==> src/rtl/axil_arith_pkg.sv <==
// Shared constants for the AXI4-Lite arithmetic coprocessor: register map,
// operation modes, bus responses and FSM state encodings.
package axil_arith_pkg;

  localparam logic [3:0] REG_OPA    = 4'h0;
  localparam logic [3:0] REG_OPB    = 4'h1;
  localparam logic [3:0] REG_CTRL   = 4'h2;
  localparam logic [3:0] REG_STATUS = 4'h3;
  localparam logic [3:0] REG_RES_LO = 4'h4;
  localparam logic [3:0] REG_RES_HI = 4'h5;

  localparam logic [1:0] MODE_ADD  = 2'b00;
  localparam logic [1:0] MODE_SUB  = 2'b01;
  localparam logic [1:0] MODE_MUL  = 2'b10;
  localparam logic [1:0] MODE_RSVD = 2'b11;

  localparam logic [1:0] RESP_OKAY   = 2'b00;
  localparam logic [1:0] RESP_SLVERR = 2'b10;

  typedef logic [1:0] arith_state_t;
  localparam arith_state_t ST_IDLE = 2'd0;
  localparam arith_state_t ST_ADD  = 2'd1;
  localparam arith_state_t ST_MUL  = 2'd2;
  localparam arith_state_t ST_DONE = 2'd3;

  // Byte-lane merge on a 64-bit container; callers cast to their bus width.
  function automatic logic [63:0] merge_bytes(input logic [63:0] old_v,
                                              input logic [63:0] new_v,
                                              input logic [7:0]  strb);
    logic [63:0] r;
    r = old_v;
    for (int unsigned i = 0; i < 8; i++) begin
      if (strb[i]) r[i*8 +: 8] = new_v[i*8 +: 8];
    end
    return r;
  endfunction

endpackage

==> src/rtl/axil_arith_if.sv <==
// AXI4-Lite bundle for the arithmetic coprocessor (five channels).
interface axil_arith_if #(
  parameter int ADDR_WIDTH = 8,
  parameter int DATA_WIDTH = 32
);
  logic [ADDR_WIDTH-1:0]   awaddr;
  logic                    awvalid;
  logic                    awready;
  logic [DATA_WIDTH-1:0]   wdata;
  logic [DATA_WIDTH/8-1:0] wstrb;
  logic                    wvalid;
  logic                    wready;
  logic [1:0]              bresp;
  logic                    bvalid;
  logic                    bready;
  logic [ADDR_WIDTH-1:0]   araddr;
  logic                    arvalid;
  logic                    arready;
  logic [DATA_WIDTH-1:0]   rdata;
  logic [1:0]              rresp;
  logic                    rvalid;
  logic                    rready;

  modport master (
    output awaddr, awvalid, wdata, wstrb, wvalid, bready, araddr, arvalid, rready,
    input  awready, wready, bresp, bvalid, arready, rdata, rresp, rvalid
  );

  modport slave (
    input  awaddr, awvalid, wdata, wstrb, wvalid, bready, araddr, arvalid, rready,
    output awready, wready, bresp, bvalid, arready, rdata, rresp, rvalid
  );
endinterface

==> src/rtl/axil_arith_seq_mul.sv <==
// Unsigned shift-add multiplier, one multiplier bit per cycle; done pulses
// for one cycle once the full DATA_WIDTH iterations have completed.
import axil_arith_pkg::*;

module axil_arith_seq_mul #(
  parameter int DATA_WIDTH = 32,
  parameter int CNT_W      = 5
) (
  input  logic                    clk,
  input  logic                    rst,
  input  logic                    start_i,
  input  logic [DATA_WIDTH-1:0]   a_i,
  input  logic [DATA_WIDTH-1:0]   b_i,
  output logic                    busy_o,
  output logic                    done_o,
  output logic [2*DATA_WIDTH-1:0] product_o
);
  localparam logic [CNT_W-1:0] LAST = CNT_W'(DATA_WIDTH - 1);

  logic                  busy_q, busy_d, done_q, done_d;
  logic [CNT_W-1:0]      cnt_q, cnt_d;
  logic [DATA_WIDTH-1:0] mcand_q, mcand_d, hi_q, hi_d, lo_q, lo_d;
  logic [DATA_WIDTH:0]   sum;

  always_comb begin
    busy_d  = busy_q;
    done_d  = 1'b0;
    cnt_d   = cnt_q;
    mcand_d = mcand_q;
    hi_d    = hi_q;
    lo_d    = lo_q;
    sum     = {1'b0, hi_q} + (lo_q[0] ? {1'b0, mcand_q} : '0);
    if (start_i) begin
      busy_d  = 1'b1;
      cnt_d   = '0;
      mcand_d = a_i;
      hi_d    = '0;
      lo_d    = b_i;
    end else if (busy_q) begin
      // Partial product and remaining multiplier bits share one shift register.
      {hi_d, lo_d} = {sum, lo_q[DATA_WIDTH-1:1]};
      cnt_d        = cnt_q + 1'b1;
      if (cnt_q == LAST) begin
        busy_d = 1'b0;
        done_d = 1'b1;
      end
    end
  end

  always_ff @(posedge clk or posedge rst) begin
    if (rst) begin
      busy_q  <= 1'b0;
      done_q  <= 1'b0;
      cnt_q   <= '0;
      mcand_q <= '0;
      hi_q    <= '0;
      lo_q    <= '0;
    end else begin
      busy_q  <= busy_d;
      done_q  <= done_d;
      cnt_q   <= cnt_d;
      mcand_q <= mcand_d;
      hi_q    <= hi_d;
      lo_q    <= lo_d;
    end
  end

  assign busy_o    = busy_q;
  assign done_o    = done_q;
  assign product_o = {hi_q, lo_q};
endmodule

==> src/rtl/axil_arith_unit.sv <==
// AXI4-Lite arithmetic coprocessor: add/sub/sequential multiply with a polled
// STATUS register. Define ARITH_IRQ_EN to add the irq output and CTRL irq_mask.
import axil_arith_pkg::*;

module axil_arith_unit #(
  parameter int DATA_WIDTH      = 32,
  parameter int ADDR_WIDTH      = 8,
  parameter int MUL_CYCLES_LOG2 = 5
) (
  input  logic         s2_axi_aclk,
  input  logic         s2_axi_areset,
  axil_arith_if.slave  s2_axi
`ifdef ARITH_IRQ_EN
  ,
  output logic         irq
`endif
);
  localparam int SW = DATA_WIDTH / 8;

  logic                    aw_q, aw_d, awready_q, awready_d;
  logic [3:0]              awoff_q, awoff_d;
  logic                    w_q, w_d, wready_q, wready_d;
  logic [DATA_WIDTH-1:0]   wdata_q, wdata_d;
  logic [SW-1:0]           wstrb_q, wstrb_d;
  logic                    bvalid_q, bvalid_d;
  logic [1:0]              bresp_q, bresp_d, rresp_q, rresp_d;
  logic                    rvalid_q, rvalid_d, arready_q, arready_d;
  logic [DATA_WIDTH-1:0]   rdata_q, rdata_d;
  logic [DATA_WIDTH-1:0]   opa_q, opa_d, opb_q, opb_d;
  logic [1:0]              mode_q, mode_d;
  logic [2*DATA_WIDTH-1:0] res_q, res_d;
  logic                    busy_q, busy_d, done_q, done_d, ovf_q, ovf_d;
  arith_state_t            state_q, state_d;
`ifdef ARITH_IRQ_EN
  logic                    mask_q, mask_d, irq_q, irq_d;
`endif

  logic                    commit, go, mul_start, mul_busy, mul_done, busy_any;
  logic [DATA_WIDTH-1:0]   wr_old, wr_val, ctrl_rd;
  logic [DATA_WIDTH:0]     add_sum;
  logic [2*DATA_WIDTH-1:0] mul_product;

  axil_arith_seq_mul #(
    .DATA_WIDTH (DATA_WIDTH),
    .CNT_W      (MUL_CYCLES_LOG2)
  ) u_mul (
    .clk       (s2_axi_aclk),
    .rst       (s2_axi_areset),
    .start_i   (mul_start),
    .a_i       (opa_q),
    .b_i       (opb_q),
    .busy_o    (mul_busy),
    .done_o    (mul_done),
    .product_o (mul_product)
  );

  always_comb begin
`ifdef ARITH_IRQ_EN
    ctrl_rd = DATA_WIDTH'({mask_q, mode_q, 1'b0});
    mask_d  = mask_q;
`else
    ctrl_rd = DATA_WIDTH'({mode_q, 1'b0});
`endif
    aw_d = aw_q;  awoff_d = awoff_q;
    w_d  = w_q;   wdata_d = wdata_q;  wstrb_d = wstrb_q;
    bvalid_d = bvalid_q;  bresp_d = bresp_q;
    rvalid_d = rvalid_q;  rdata_d = rdata_q;  rresp_d = rresp_q;
    opa_d = opa_q;  opb_d = opb_q;  mode_d = mode_q;  res_d = res_q;
    busy_d = busy_q;  done_d = done_q;  ovf_d = ovf_q;  state_d = state_q;
    go = 1'b0;
    mul_start = 1'b0;
    busy_any  = busy_q | mul_busy;
    commit    = aw_q && w_q && !bvalid_q;
    add_sum   = (mode_q == MODE_SUB) ? ({1'b0, opa_q} - {1'b0, opb_q})
                                     : ({1'b0, opa_q} + {1'b0, opb_q});

    if (s2_axi.awvalid && awready_q) begin
      aw_d    = 1'b1;
      awoff_d = s2_axi.awaddr[5:2];
    end
    if (s2_axi.wvalid && wready_q) begin
      w_d     = 1'b1;
      wdata_d = s2_axi.wdata;
      wstrb_d = s2_axi.wstrb;
    end

    case (awoff_q)
      REG_OPA:  wr_old = opa_q;
      REG_OPB:  wr_old = opb_q;
      REG_CTRL: wr_old = ctrl_rd;
      default:  wr_old = '0;
    endcase
    wr_val = DATA_WIDTH'(merge_bytes(64'(wr_old), 64'(wdata_q), 8'(wstrb_q)));

    if (commit) begin
      bvalid_d = 1'b1;
      bresp_d  = RESP_OKAY;
      case (awoff_q)
        REG_OPA:    if (busy_any) bresp_d = RESP_SLVERR; else opa_d = wr_val;
        REG_OPB:    if (busy_any) bresp_d = RESP_SLVERR; else opb_d = wr_val;
        REG_CTRL: begin
          if (busy_any || (wr_val[0] && wr_val[2:1] == MODE_RSVD)) begin
            bresp_d = RESP_SLVERR;
          end else begin
            mode_d = wr_val[2:1];
            go     = wr_val[0];
`ifdef ARITH_IRQ_EN
            mask_d = wr_val[3];
`endif
          end
        end
        REG_STATUS: if (wstrb_q[0] && wdata_q[1]) done_d = 1'b0;
        default:    bresp_d = RESP_SLVERR;
      endcase
    end
    // Both address and data latches stay occupied until the response is taken.
    if (bvalid_q && s2_axi.bready) begin
      bvalid_d = 1'b0;
      aw_d     = 1'b0;
      w_d      = 1'b0;
    end
    awready_d = !aw_d;
    wready_d  = !w_d;

    case (state_q)
      ST_ADD: begin
        res_d   = {{(DATA_WIDTH-1){1'b0}}, add_sum};
        ovf_d   = add_sum[DATA_WIDTH];
        busy_d  = 1'b0;
        done_d  = 1'b1;
        state_d = ST_DONE;
      end
      ST_MUL: begin
        if (mul_done) begin
          res_d   = mul_product;
          ovf_d   = |mul_product[2*DATA_WIDTH-1:DATA_WIDTH];
          busy_d  = 1'b0;
          done_d  = 1'b1;
          state_d = ST_DONE;
        end
      end
      ST_DONE: state_d = ST_IDLE;
      default: state_d = ST_IDLE;
    endcase
    if (go) begin
      state_d   = (mode_d == MODE_MUL) ? ST_MUL : ST_ADD;
      mul_start = (mode_d == MODE_MUL);
      busy_d    = 1'b1;
      done_d    = 1'b0;
      ovf_d     = 1'b0;
    end

    if (s2_axi.arvalid && arready_q) begin
      rvalid_d = 1'b1;
      rresp_d  = RESP_OKAY;
      case (s2_axi.araddr[5:2])
        REG_OPA:    rdata_d = opa_q;
        REG_OPB:    rdata_d = opb_q;
        REG_CTRL:   rdata_d = ctrl_rd;
        REG_STATUS: rdata_d = DATA_WIDTH'({ovf_q, done_q, busy_q});
        REG_RES_LO: rdata_d = res_q[DATA_WIDTH-1:0];
        REG_RES_HI: rdata_d = res_q[2*DATA_WIDTH-1:DATA_WIDTH];
        default: begin
          rdata_d = '0;
          rresp_d = RESP_SLVERR;
        end
      endcase
    end else if (rvalid_q && s2_axi.rready) begin
      rvalid_d = 1'b0;
    end
    arready_d = !rvalid_d;

`ifdef ARITH_IRQ_EN
    irq_d = done_d & ~mask_d;
`endif
  end

  always_ff @(posedge s2_axi_aclk or posedge s2_axi_areset) begin
    if (s2_axi_areset) begin
      aw_q <= 1'b0;  awready_q <= 1'b0;  awoff_q <= '0;
      w_q  <= 1'b0;  wready_q  <= 1'b0;  wdata_q <= '0;  wstrb_q <= '0;
      bvalid_q <= 1'b0;  bresp_q <= RESP_OKAY;
      rvalid_q <= 1'b0;  arready_q <= 1'b0;  rdata_q <= '0;  rresp_q <= RESP_OKAY;
      opa_q <= '0;  opb_q <= '0;  mode_q <= MODE_ADD;  res_q <= '0;
      busy_q <= 1'b0;  done_q <= 1'b0;  ovf_q <= 1'b0;  state_q <= ST_IDLE;
`ifdef ARITH_IRQ_EN
      mask_q <= 1'b0;  irq_q <= 1'b0;
`endif
    end else begin
      aw_q <= aw_d;  awready_q <= awready_d;  awoff_q <= awoff_d;
      w_q  <= w_d;   wready_q  <= wready_d;   wdata_q <= wdata_d;  wstrb_q <= wstrb_d;
      bvalid_q <= bvalid_d;  bresp_q <= bresp_d;
      rvalid_q <= rvalid_d;  arready_q <= arready_d;  rdata_q <= rdata_d;  rresp_q <= rresp_d;
      opa_q <= opa_d;  opb_q <= opb_d;  mode_q <= mode_d;  res_q <= res_d;
      busy_q <= busy_d;  done_q <= done_d;  ovf_q <= ovf_d;  state_q <= state_d;
`ifdef ARITH_IRQ_EN
      mask_q <= mask_d;  irq_q <= irq_d;
`endif
    end
  end

  assign s2_axi.awready = awready_q;
  assign s2_axi.wready  = wready_q;
  assign s2_axi.bvalid  = bvalid_q;
  assign s2_axi.bresp   = bresp_q;
  assign s2_axi.arready = arready_q;
  assign s2_axi.rvalid  = rvalid_q;
  assign s2_axi.rdata   = rdata_q;
  assign s2_axi.rresp   = rresp_q;
`ifdef ARITH_IRQ_EN
  assign irq = irq_q;
`endif
endmodule
==> src/flat_wrapper.sv <==
// flat-port wrapper written by rule: the top's interface ports become plain ports
module axil_arith_unit_flat 
#(
  parameter int DATA_WIDTH      = 32,
  parameter int ADDR_WIDTH      = 8,
  parameter int MUL_CYCLES_LOG2 = 5
)
  (s2_axi_aclk, s2_axi_areset, s2_axi_awaddr, s2_axi_awvalid, s2_axi_wdata, s2_axi_wstrb, s2_axi_wvalid, s2_axi_bready, s2_axi_araddr, s2_axi_arvalid, s2_axi_rready, s2_axi_awready, s2_axi_wready, s2_axi_bresp, s2_axi_bvalid, s2_axi_arready, s2_axi_rdata, s2_axi_rresp, s2_axi_rvalid);
  axil_arith_if #(.ADDR_WIDTH(ADDR_WIDTH), .DATA_WIDTH(DATA_WIDTH)) s2_axi_i ();
  input  logic s2_axi_aclk;
  input  logic s2_axi_areset;
  input wire logic [$bits(s2_axi_i.awaddr)-1:0] s2_axi_awaddr;
  input wire logic [$bits(s2_axi_i.awvalid)-1:0] s2_axi_awvalid;
  input wire logic [$bits(s2_axi_i.wdata)-1:0] s2_axi_wdata;
  input wire logic [$bits(s2_axi_i.wstrb)-1:0] s2_axi_wstrb;
  input wire logic [$bits(s2_axi_i.wvalid)-1:0] s2_axi_wvalid;
  input wire logic [$bits(s2_axi_i.bready)-1:0] s2_axi_bready;
  input wire logic [$bits(s2_axi_i.araddr)-1:0] s2_axi_araddr;
  input wire logic [$bits(s2_axi_i.arvalid)-1:0] s2_axi_arvalid;
  input wire logic [$bits(s2_axi_i.rready)-1:0] s2_axi_rready;
  output wire logic [$bits(s2_axi_i.awready)-1:0] s2_axi_awready;
  output wire logic [$bits(s2_axi_i.wready)-1:0] s2_axi_wready;
  output wire logic [$bits(s2_axi_i.bresp)-1:0] s2_axi_bresp;
  output wire logic [$bits(s2_axi_i.bvalid)-1:0] s2_axi_bvalid;
  output wire logic [$bits(s2_axi_i.arready)-1:0] s2_axi_arready;
  output wire logic [$bits(s2_axi_i.rdata)-1:0] s2_axi_rdata;
  output wire logic [$bits(s2_axi_i.rresp)-1:0] s2_axi_rresp;
  output wire logic [$bits(s2_axi_i.rvalid)-1:0] s2_axi_rvalid;
  assign s2_axi_i.awaddr = s2_axi_awaddr;
  assign s2_axi_i.awvalid = s2_axi_awvalid;
  assign s2_axi_i.wdata = s2_axi_wdata;
  assign s2_axi_i.wstrb = s2_axi_wstrb;
  assign s2_axi_i.wvalid = s2_axi_wvalid;
  assign s2_axi_i.bready = s2_axi_bready;
  assign s2_axi_i.araddr = s2_axi_araddr;
  assign s2_axi_i.arvalid = s2_axi_arvalid;
  assign s2_axi_i.rready = s2_axi_rready;
  assign s2_axi_awready = s2_axi_i.awready;
  assign s2_axi_wready = s2_axi_i.wready;
  assign s2_axi_bresp = s2_axi_i.bresp;
  assign s2_axi_bvalid = s2_axi_i.bvalid;
  assign s2_axi_arready = s2_axi_i.arready;
  assign s2_axi_rdata = s2_axi_i.rdata;
  assign s2_axi_rresp = s2_axi_i.rresp;
  assign s2_axi_rvalid = s2_axi_i.rvalid;
  axil_arith_unit #(.DATA_WIDTH(DATA_WIDTH), .ADDR_WIDTH(ADDR_WIDTH), .MUL_CYCLES_LOG2(MUL_CYCLES_LOG2)) u_core (.s2_axi_aclk(s2_axi_aclk), .s2_axi_areset(s2_axi_areset), .s2_axi(s2_axi_i));
endmodule
==> config.mk <==
export PLATFORM = sky130hd
export DESIGN_NAME = axil_arith_unit_flat
export DESIGN_NICKNAME = d
export VERILOG_FILES = /design/src/rtl/axil_arith_pkg.sv /design/src/rtl/axil_arith_if.sv /design/src/rtl/axil_arith_seq_mul.sv /design/src/rtl/axil_arith_unit.sv /design/src/flat_wrapper.sv
export SDC_FILE = /design/constraint.sdc
export NUM_CORES = 1
export LEC_CHECK = 0
export CAP_MARGIN = 20
export CORE_ASPECT_RATIO = 0.7
export CORE_MARGIN = 3
export CORE_UTILIZATION = 45
export DETAILED_ROUTE_END_ITERATION = 7
export GPL_TIMING_DRIVEN = 0
export HOLD_SLACK_MARGIN = 0.02
export PLACE_DENSITY = 0.6
export SYNTH_ARGS = -nofsm -noshare
export SYNTH_HDL_FRONTEND = slang
export SYNTH_SLANG_ARGS = --single-unit
==> constraint.sdc <==
create_clock -name s2_axi_aclk -period 12.9 [get_ports s2_axi_aclk]
set_input_delay 1.935 -clock s2_axi_aclk [delete_from_list [all_inputs] [get_ports s2_axi_aclk]]
set_output_delay 1.935 -clock s2_axi_aclk [all_outputs]
set_load 0.1 [all_outputs]
==> results_dict.tcl, run 1 <==
set metrics [dict create \
    ctsLongestPathBuffers 3 \
    drv_cap 0 \
    syn_avg_cell_area_um2 9.65 \
    layout_nets 2098 \
    ant_nets 0 \
    post_drt_via_cell_ratio 5.95 \
    crit_path_max_fanout 10 \
    fmax_mhz 190 \
    largest_net_degree_at_the_start_of_global_routing 109 \
    wl_um 54900 \
    clk_pin_slew_worst_paths_ns 0.06 \
    io_pins 100 \
    holdCritPathClass "flip-flop to flip-flop" \
    max-vdd-ir-drop_mv 0.138 \
    sink_count_of_the_clock_tree 319 \
    die_w_um 243 \
    grtUsageTotal 0.263 \
    chipHeight_um 172 \
    synth_largest_area_cell "dfrtp_1" \
    die_area_um2 41800 \
    timing.clock.skew_ns 0.00920 \
    endpoint_kind "flip-flop" \
    netlist_top_cells_area "dfrtp_1, nand2_1, mux2_2, ha_1, o21ai_0" \
    coreArea_um2 38700 \
    wire_length_of_the_first_global_routing_pass_um 85400 \
    cts_hold_buffers 0 \
    detail_route.first_pass.iterations 5 \
    synth_area_um2 17700 \
    area.growth.synth_to_final_pct 16.1 \
    drc_errors 0 \
    globalRouteOverflowTotal 0 \
    tightestPinTransition_ns 0.989 \
    flip_flop_and_latch_count_after_synthesis 319 \
    numCtsBuffers 36 \
    fin_util 0.532 \
    wire_per_inst_um 21.8 \
    drive_above_1_share 0.0984 \
    clkLatencyLatePin_ns 0.53 \
    min_tclk_post_route_ns 5.27 \
    p_leak_nw 9.44 \
    cellPowerDensity_nw_per_um2 220 \
    placement.cell_area_um2 19400 \
    routed-via-count 15000 \
    final_count_of_pins_violating_max_slew 0 \
    post_synth_arst_share 1.00 \
    seq_area_frac_synth 0.450 \
    hpwl_um 42100 \
    cts.root.buffer_cell "clkbuf_16" \
    gpl.final_weighted_congestion 0.945 \
    critPathKind "flip-flop to flip-flop" \
    report.power.total_mw 4.53 \
    timing.max_slew.rel_slack 0.339 \
    post_cts_setup_buffers 0 \
    io_buffer_count 87 \
    run_status "complete, no violations" \
    total_number_of_placement_rows 60 \
    hold_violations 0 \
    critical_path_required_ns 13.29 \
    clock_tree_from_tritoncts "built" \
    synthesis.instances 1836 \
    min_period_over_period 0.409 \
    htree_levels 2 \
    ctsResizeCount 0 \
    number_of_enable_type_register_cells_in_the_synthesized_netlist 0 \
    critical_path.startpoint_type "flip-flop" \
    synth.top_cell.area_share 0.450 \
    first_iter_violations 1384 \
    antenna_found_initial 0 \
    floorplan.initialDensity 0.458 \
    post_layout_nonfiller_instances 2521 \
    synth.lib_cells_used.distinct 94 \
    worst-endpoint-arrival_ns 5.66 \
    dpl.cell_count 2457 \
    rsz0062_at_grt "no" \
    design_area_um2 20600 \
    grt_pass1_vias 14300 \
    yosys_warnings 0 \
    finalSetupViolCount 0 \
    synth_flop_cell "dfrtp_1" \
]
layout by cell type, fill, tap and decap left out, types with 5 or more instances in the layout:
master	instances
clkbuf_16	37
and3_1	12
o21a_1	6
mux2i_1	8
o21ai_1	9
o22ai_1	12
o31ai_1	14
ha_1	69
o211ai_1	6
nand3_1	18
a22o_1	62
nor2_1	51
dfrtp_1	319
a221oi_1	34
mux2_2	90
xor2_1	47
bufinv_16	5
inv_1	35
o41ai_1	8
and2_1	40
nand2b_1	10
a211oi_1	9
buf_2	12
a21o_1	30
a31oi_1	13
a22oi_1	75
clkdlybuf4s50_1	87
nand4_1	13
xnor2_1	32
clkbuf_1	107
o21ai_0	147
nand2_1	343
a21oi_1	73
clkinv_2	5
nor4_1	8
nor3_1	17
nor2b_1	7
synthesized netlist by cell type (9+ instances only):
master and instances:
nand3_1 18, nor3_1 17, nor2_1 51, a31oi_1 13, nand2_1 343, nand4_1 13
a21oi_1 73, a211oi_1 9, o31ai_1 14, a22o_1 62, o22ai_1 12, ha_1 69
dfrtp_1 319, nand2b_1 10, xnor2_1 32, a21o_1 30, clkbuf_1 97, inv_1 36
buf_2 11, o21ai_1 9, xor2_1 47, and3_1 12, o21ai_0 147, a22oi_1 75
mux2_2 90, and2_1 40, a221oi_1 34
final cells by class:
class | count | area, um2
Buffer | 117 | 475
Sequential cell | 319 | 7980
Tap cell | 527 | 659
Inverter | 38 | 150
Multi-Input combinational cell | 1363 | 9120
Clock buffer | 50 | 1000
Clock inverter | 12 | 190
Antenna cell | 2 | 5.00
Fill cell | 3541 | 18100
Timing Repair Buffer | 93 | 978
path summary, 6_finish.rpt:
path / slack [ns] / cells after the start / startpoint / end
worst min-delay path: 0.47 / 2 / u_core.s2_axi.rdata[24] / u_core.s2_axi.rdata[24]
worst min register to register: 0.47 / 2 / u_core.s2_axi.rdata[24] / u_core.s2_axi.rdata[24]
worst max register to register: 7.63 / 14 / u_core.mode_q[1] / u_core.ovf_q
max in group asynchronous: 9.95 / 4 / s2_axi_areset / u_core.s2_axi.rdata[24]
worst max-delay path: 7.63 / 14 / u_core.mode_q[1] / u_core.ovf_q
min in group asynchronous: 1.75 / 2 / s2_axi_areset / u_core.s2_axi.rdata[1]
stage by stage:
step | TNS, ns | hold WS [ns] | setup slack (ns)
floorplan | 0 | 0.438 | 2.14
global placement | -635.88 | 0.457 | -2.04
detailed placement | 0 | 0.456 | 7.92
CTS | 0 | 0.475 | 7.88
global route | 0 | 0.494 | 7.43
finish | 0 | 0.474 | 7.63
power breakdown:
group	total, mW	switching [mW]	internal, mW
Combinational	2.01	1.23	0.774
Sequential	1.46	0.241	1.22
Clock	1.07	0.424	0.644
logic make-up (layout without fill, tap and decap cells):
family | count (synthesis) | after routing | share of synthesized area
compound gates | 560 | 560 | 0.221
xor+xnor | 79 | 79 | 0.0390
fa+ha+maj | 71 | 71 | 0.0510
buf+inv | 155 | 310 | 0.0349
flops | 319 | 319 | 0.450
mux | 100 | 100 | 0.0630
other cells | 1 | 4 | 0.000212
simple gates | 551 | 551 | 0.141
state kept, by name (all words and copies together), names as in the netlist, 2 cells and up:
register,count
u_core.u_mul.lo_q,32
u_core.state_q,2
u_core.mode_q,2
u_core.s2_axi.rdata,32
u_core.u_mul.hi_q,32
u_core.res_q,64
u_core.opa_q,32
u_core.wstrb_q,4
u_core.wdata_q,32
u_core.u_mul.mcand_q,32
u_core.u_mul.cnt_q,5
u_core.opb_q,32
u_core.awoff_q,4
critical path, stage by stage, from the launching register on:
cell and delay, ns:
dfrtp_1 0.50, nand2b_1 0.36, clkbuf_1 0.55, clkbuf_1 0.64, mux2i_1 0.31, fa_1 0.54
a211oi_1 0.24, o21ai_1 0.18, o311ai_2 0.30, a21boi_2 0.15, a221oi_4 0.50, o21ai_1 0.18
nand3_1 0.19, mux2i_1 0.11, a211oi_1 0.38
layer usage:
metal / routed length [um] / vias to the layer above / GRT usage / share of wire
met3: 4040 / 87 / 0.0481 / 0.074
met5: 0 / - / 0 / 0
met1: 26300 / 7471 / 0.395 / 0.48
met4: 1400 / 0 / 0.0685 / 0.026
li1: - / 6948 / - / -
met2: 23200 / 498 / 0.392 / 0.42
Power figures use the tool's default switching activity.
==> run 2, diff against run 1 <==
- PLACE_DENSITY: 0.6 -> 0.62
- clock period: 12.9 -> 4.6 ns (I/O delays scaled with it)
==> run 2 against run 1 <==
Against the previous run: critical path depth increased by 1; die area is the same; non-clock buffer count rose by 4; combinational power increased to 2.8 times the previous value; worst setup slack worse by 7.4 ns; final cell count about the same; count of clock-buffer cells in the layout rose by 2; sequential share of layout area decreased by 0.19 points; utilization grew 0.26 points; clock power rose to 2.7 times the previous value; highest routed layer unchanged.
==> results_dict.tcl, run 2 (same netlist as run 1, synthesis figures left out) <==
set metrics [dict create \
    run_status "complete, no violations" \
    coreArea_um2 38700 \
    crit_chain "or4_1 > nor3_2 > and2_1 > nand2_2 > o31ai_1 > xor2_1 > ha_1 > a21oi_1 > inv_1 > a21oi_2 > nand2_1 > or4b_1 > nand4_1 > mux2_1 > o21ai_1" \
    clkLatencyLatePin_ns 0.53 \
    worst-endpoint-arrival_ns 4.81 \
    holdCritPathClass "flip-flop to flip-flop" \
    hp-start "u_core.u_mul.mcand_q[15]" \
    routed-via-count 15100 \
    cellPowerDensity_nw_per_um2 612 \
    antenna_found_initial 0 \
    endpoint_kind "flip-flop" \
    worst_r2r_start "u_core.opb_q[12]" \
    critical_path.startpoint_type "flip-flop" \
    min_tclk_post_route_ns 4.37 \
    htree_levels 2 \
    area.growth.synth_to_final_pct 16.6 \
    die_w_um 243 \
    total_number_of_placement_rows 60 \
    num-fill-cells 3514 \
    power_frac_comb 0.447 \
    critPathKind "flip-flop to flip-flop" \
    ff2ff_setup_slack_ns 0.23 \
    layout_nets 2101 \
    sink_count_of_the_clock_tree 319 \
    layout_commonest_cell "nand2_1" \
    drc_errors 0 \
    grtUsageTotal 0.262 \
    clock_tree_from_tritoncts "built" \
    final_count_of_pins_violating_max_slew 0 \
    swShare 0.420 \
    post_drt_via_cell_ratio 6.00 \
    power.switching_mw 5.31 \
    wire_length_of_the_first_global_routing_pass_um 84900 \
    clockPowerShare 0.229 \
    drive_above_1_share 0.109 \
    timing.clock.skew_ns 0.0116 \
    finalSetupViolCount 0 \
    globalRouteOverflowTotal 0 \
    detail_route.first_pass.iterations 6 \
    gpl.final_weighted_congestion 0.933 \
    io_pins 100 \
    max-vdd-ir-drop_mv 0.435 \
    chipHeight_um 172 \
    timing.max_slew.rel_slack 0.335 \
    ctsLongestPathBuffers 3 \
    die_area_um2 41800 \
    cts_hold_buffers 0 \
    critical_path_required_ns 5.05 \
    tightestPinTransition_ns 0.995 \
    hold_violations 0 \
    p_int_mw 7.33 \
    numCtsBuffers 35 \
    wire_per_inst_um 21.7 \
    layout_common_cells "nand2_1, dfrtp_1, o21ai_0" \
    drv_cap 0 \
    hpwl_um 42400 \
    wl_um 54800 \
    sequentialPowerShare 0.324 \
    io_buffer_count 87 \
    grt_pass1_vias 14400 \
    fmax_mhz 229 \
    cts.root.buffer_cell "clkbuf_16" \
    p_leak_nw 9.49 \
    worst_r2r_endpoint "u_core.res_q[31]" \
    min_period_over_period 0.949 \
    count_of_antenna_diodes_in_the_layout 0 \
    ant_nets 0 \
    clk_pin_slew_worst_paths_ns 0.07 \
    setup_total_negative_slack_ns 0 \
    largest_reg_flops 64 \
    largest_net_degree_at_the_start_of_global_routing 42 \
    report.power.total_mw 12.6 \
    top_register_by_number_of_flip_flops "u_core.res_q" \
    timing.critical_path.slowest_stage_cell "or4_1" \
    min_path_cells 2 \
    r2r_cells 15 \
    cpPeakStageDelay_ns 0.62 \
    crit_path_max_fanout 7 \
    first_iter_violations 1464 \
    floorplan.initialDensity 0.458 \
    holdPathEnd "u_core.u_mul.mcand_q[15]" \
]
run 2: worst max-delay path by stage:
stage | end | from | slack, ns | cells past startpoint
3_5_place_dp | u_core.res_q[26] | u_core.mode_q[1] | -0.47 | 14
5_1_grt | u_core.res_q[31] | u_core.opb_q[9] | -0.02 | 16
6_report | u_core.res_q[31] | u_core.opb_q[12] | 0.23 | 15
4_1_cts | u_core.res_q[31] | u_core.mode_q[1] | 0.01 | 14
3_3_place_gp | u_core.opb_q[27] | s2_axi_areset | -2.73 | 2
2_1_floorplan | u_core.aw_q | s2_axi_areset | -0.34 | 1
run 2: worst max-delay path, delay by kind of cell (launching register included):
| kind | cells | cell delay (ns) |
|---|---|---|
| adder cells (fa/ha/maj) | 1 | 0.32 |
| XOR/XNOR | 1 | 0.18 |
| AND/OR/NAND/NOR | 7 | 1.97 |
| AO/OA/AOI/OAI | 4 | 0.91 |
| buffers and inverters | 1 | 0.09 |
| multiplexers | 1 | 0.33 |
| flip-flops | 1 | 0.48 |
run 2: power groups by stage:
stage	Sequential, mW	Combinational, mW	Clock (mW)
6_report	4.10	5.65	2.89
5_1_grt	4.17	6.26	3.07
4_1_cts	4.08	5.58	2.94
3_5_place_dp	4.12	5.53	0
3_3_place_gp	4.12	5.42	0
2_1_floorplan	4.07	4.00	0
run 2: through the flow:
stage / hold WS, ns / utilization / cell area, um2 / worst slack (ns) / cells
floorplan: 0.438 / - / 17700 / -0.343 / 1837
finish: 0.473 / 0.535 / 20700 / 0.234 / 2522
global placement: 0.455 / 0.498 / 19300 / -2.73 / 2451
CTS: 0.475 / 0.533 / 20600 / 0.0146 / 2523
global route: 0.493 / 0.535 / 20700 / -0.0189 / 2522
detailed placement: 0.460 / 0.503 / 19400 / -0.467 / 2462
run 2: layer usage:
metal	track usage	vias to the layer above	wire, um
li1	-	6950	-
met4	0.0672	0	1310
met3	0.0636	88	4890
met2	0.388	576	23000
met5	0	-	0
met1	0.386	7525	25600
run 2: what timing repair did:
action                                  4_1_cts  5_1_grt
setup buffers                                 0        2
hold endpoints to repair                      0        0
pin swaps                                     0        1
resized for setup                             3       16
endpoints found under the setup margin       14       11
run 2: layout make-up:
class                           count  area (um2)  share of cell area
Tap cell                          527         659              0.0319
Multi-Input combinational cell   1363        9180               0.444
Buffer                            114         469              0.0227
Inverter                           38         146             0.00708
Sequential cell                   319        7980               0.386
Timing Repair Buffer              100        1070              0.0518
Clock buffer                       52        1060              0.0514
Clock inverter                      9         100             0.00484
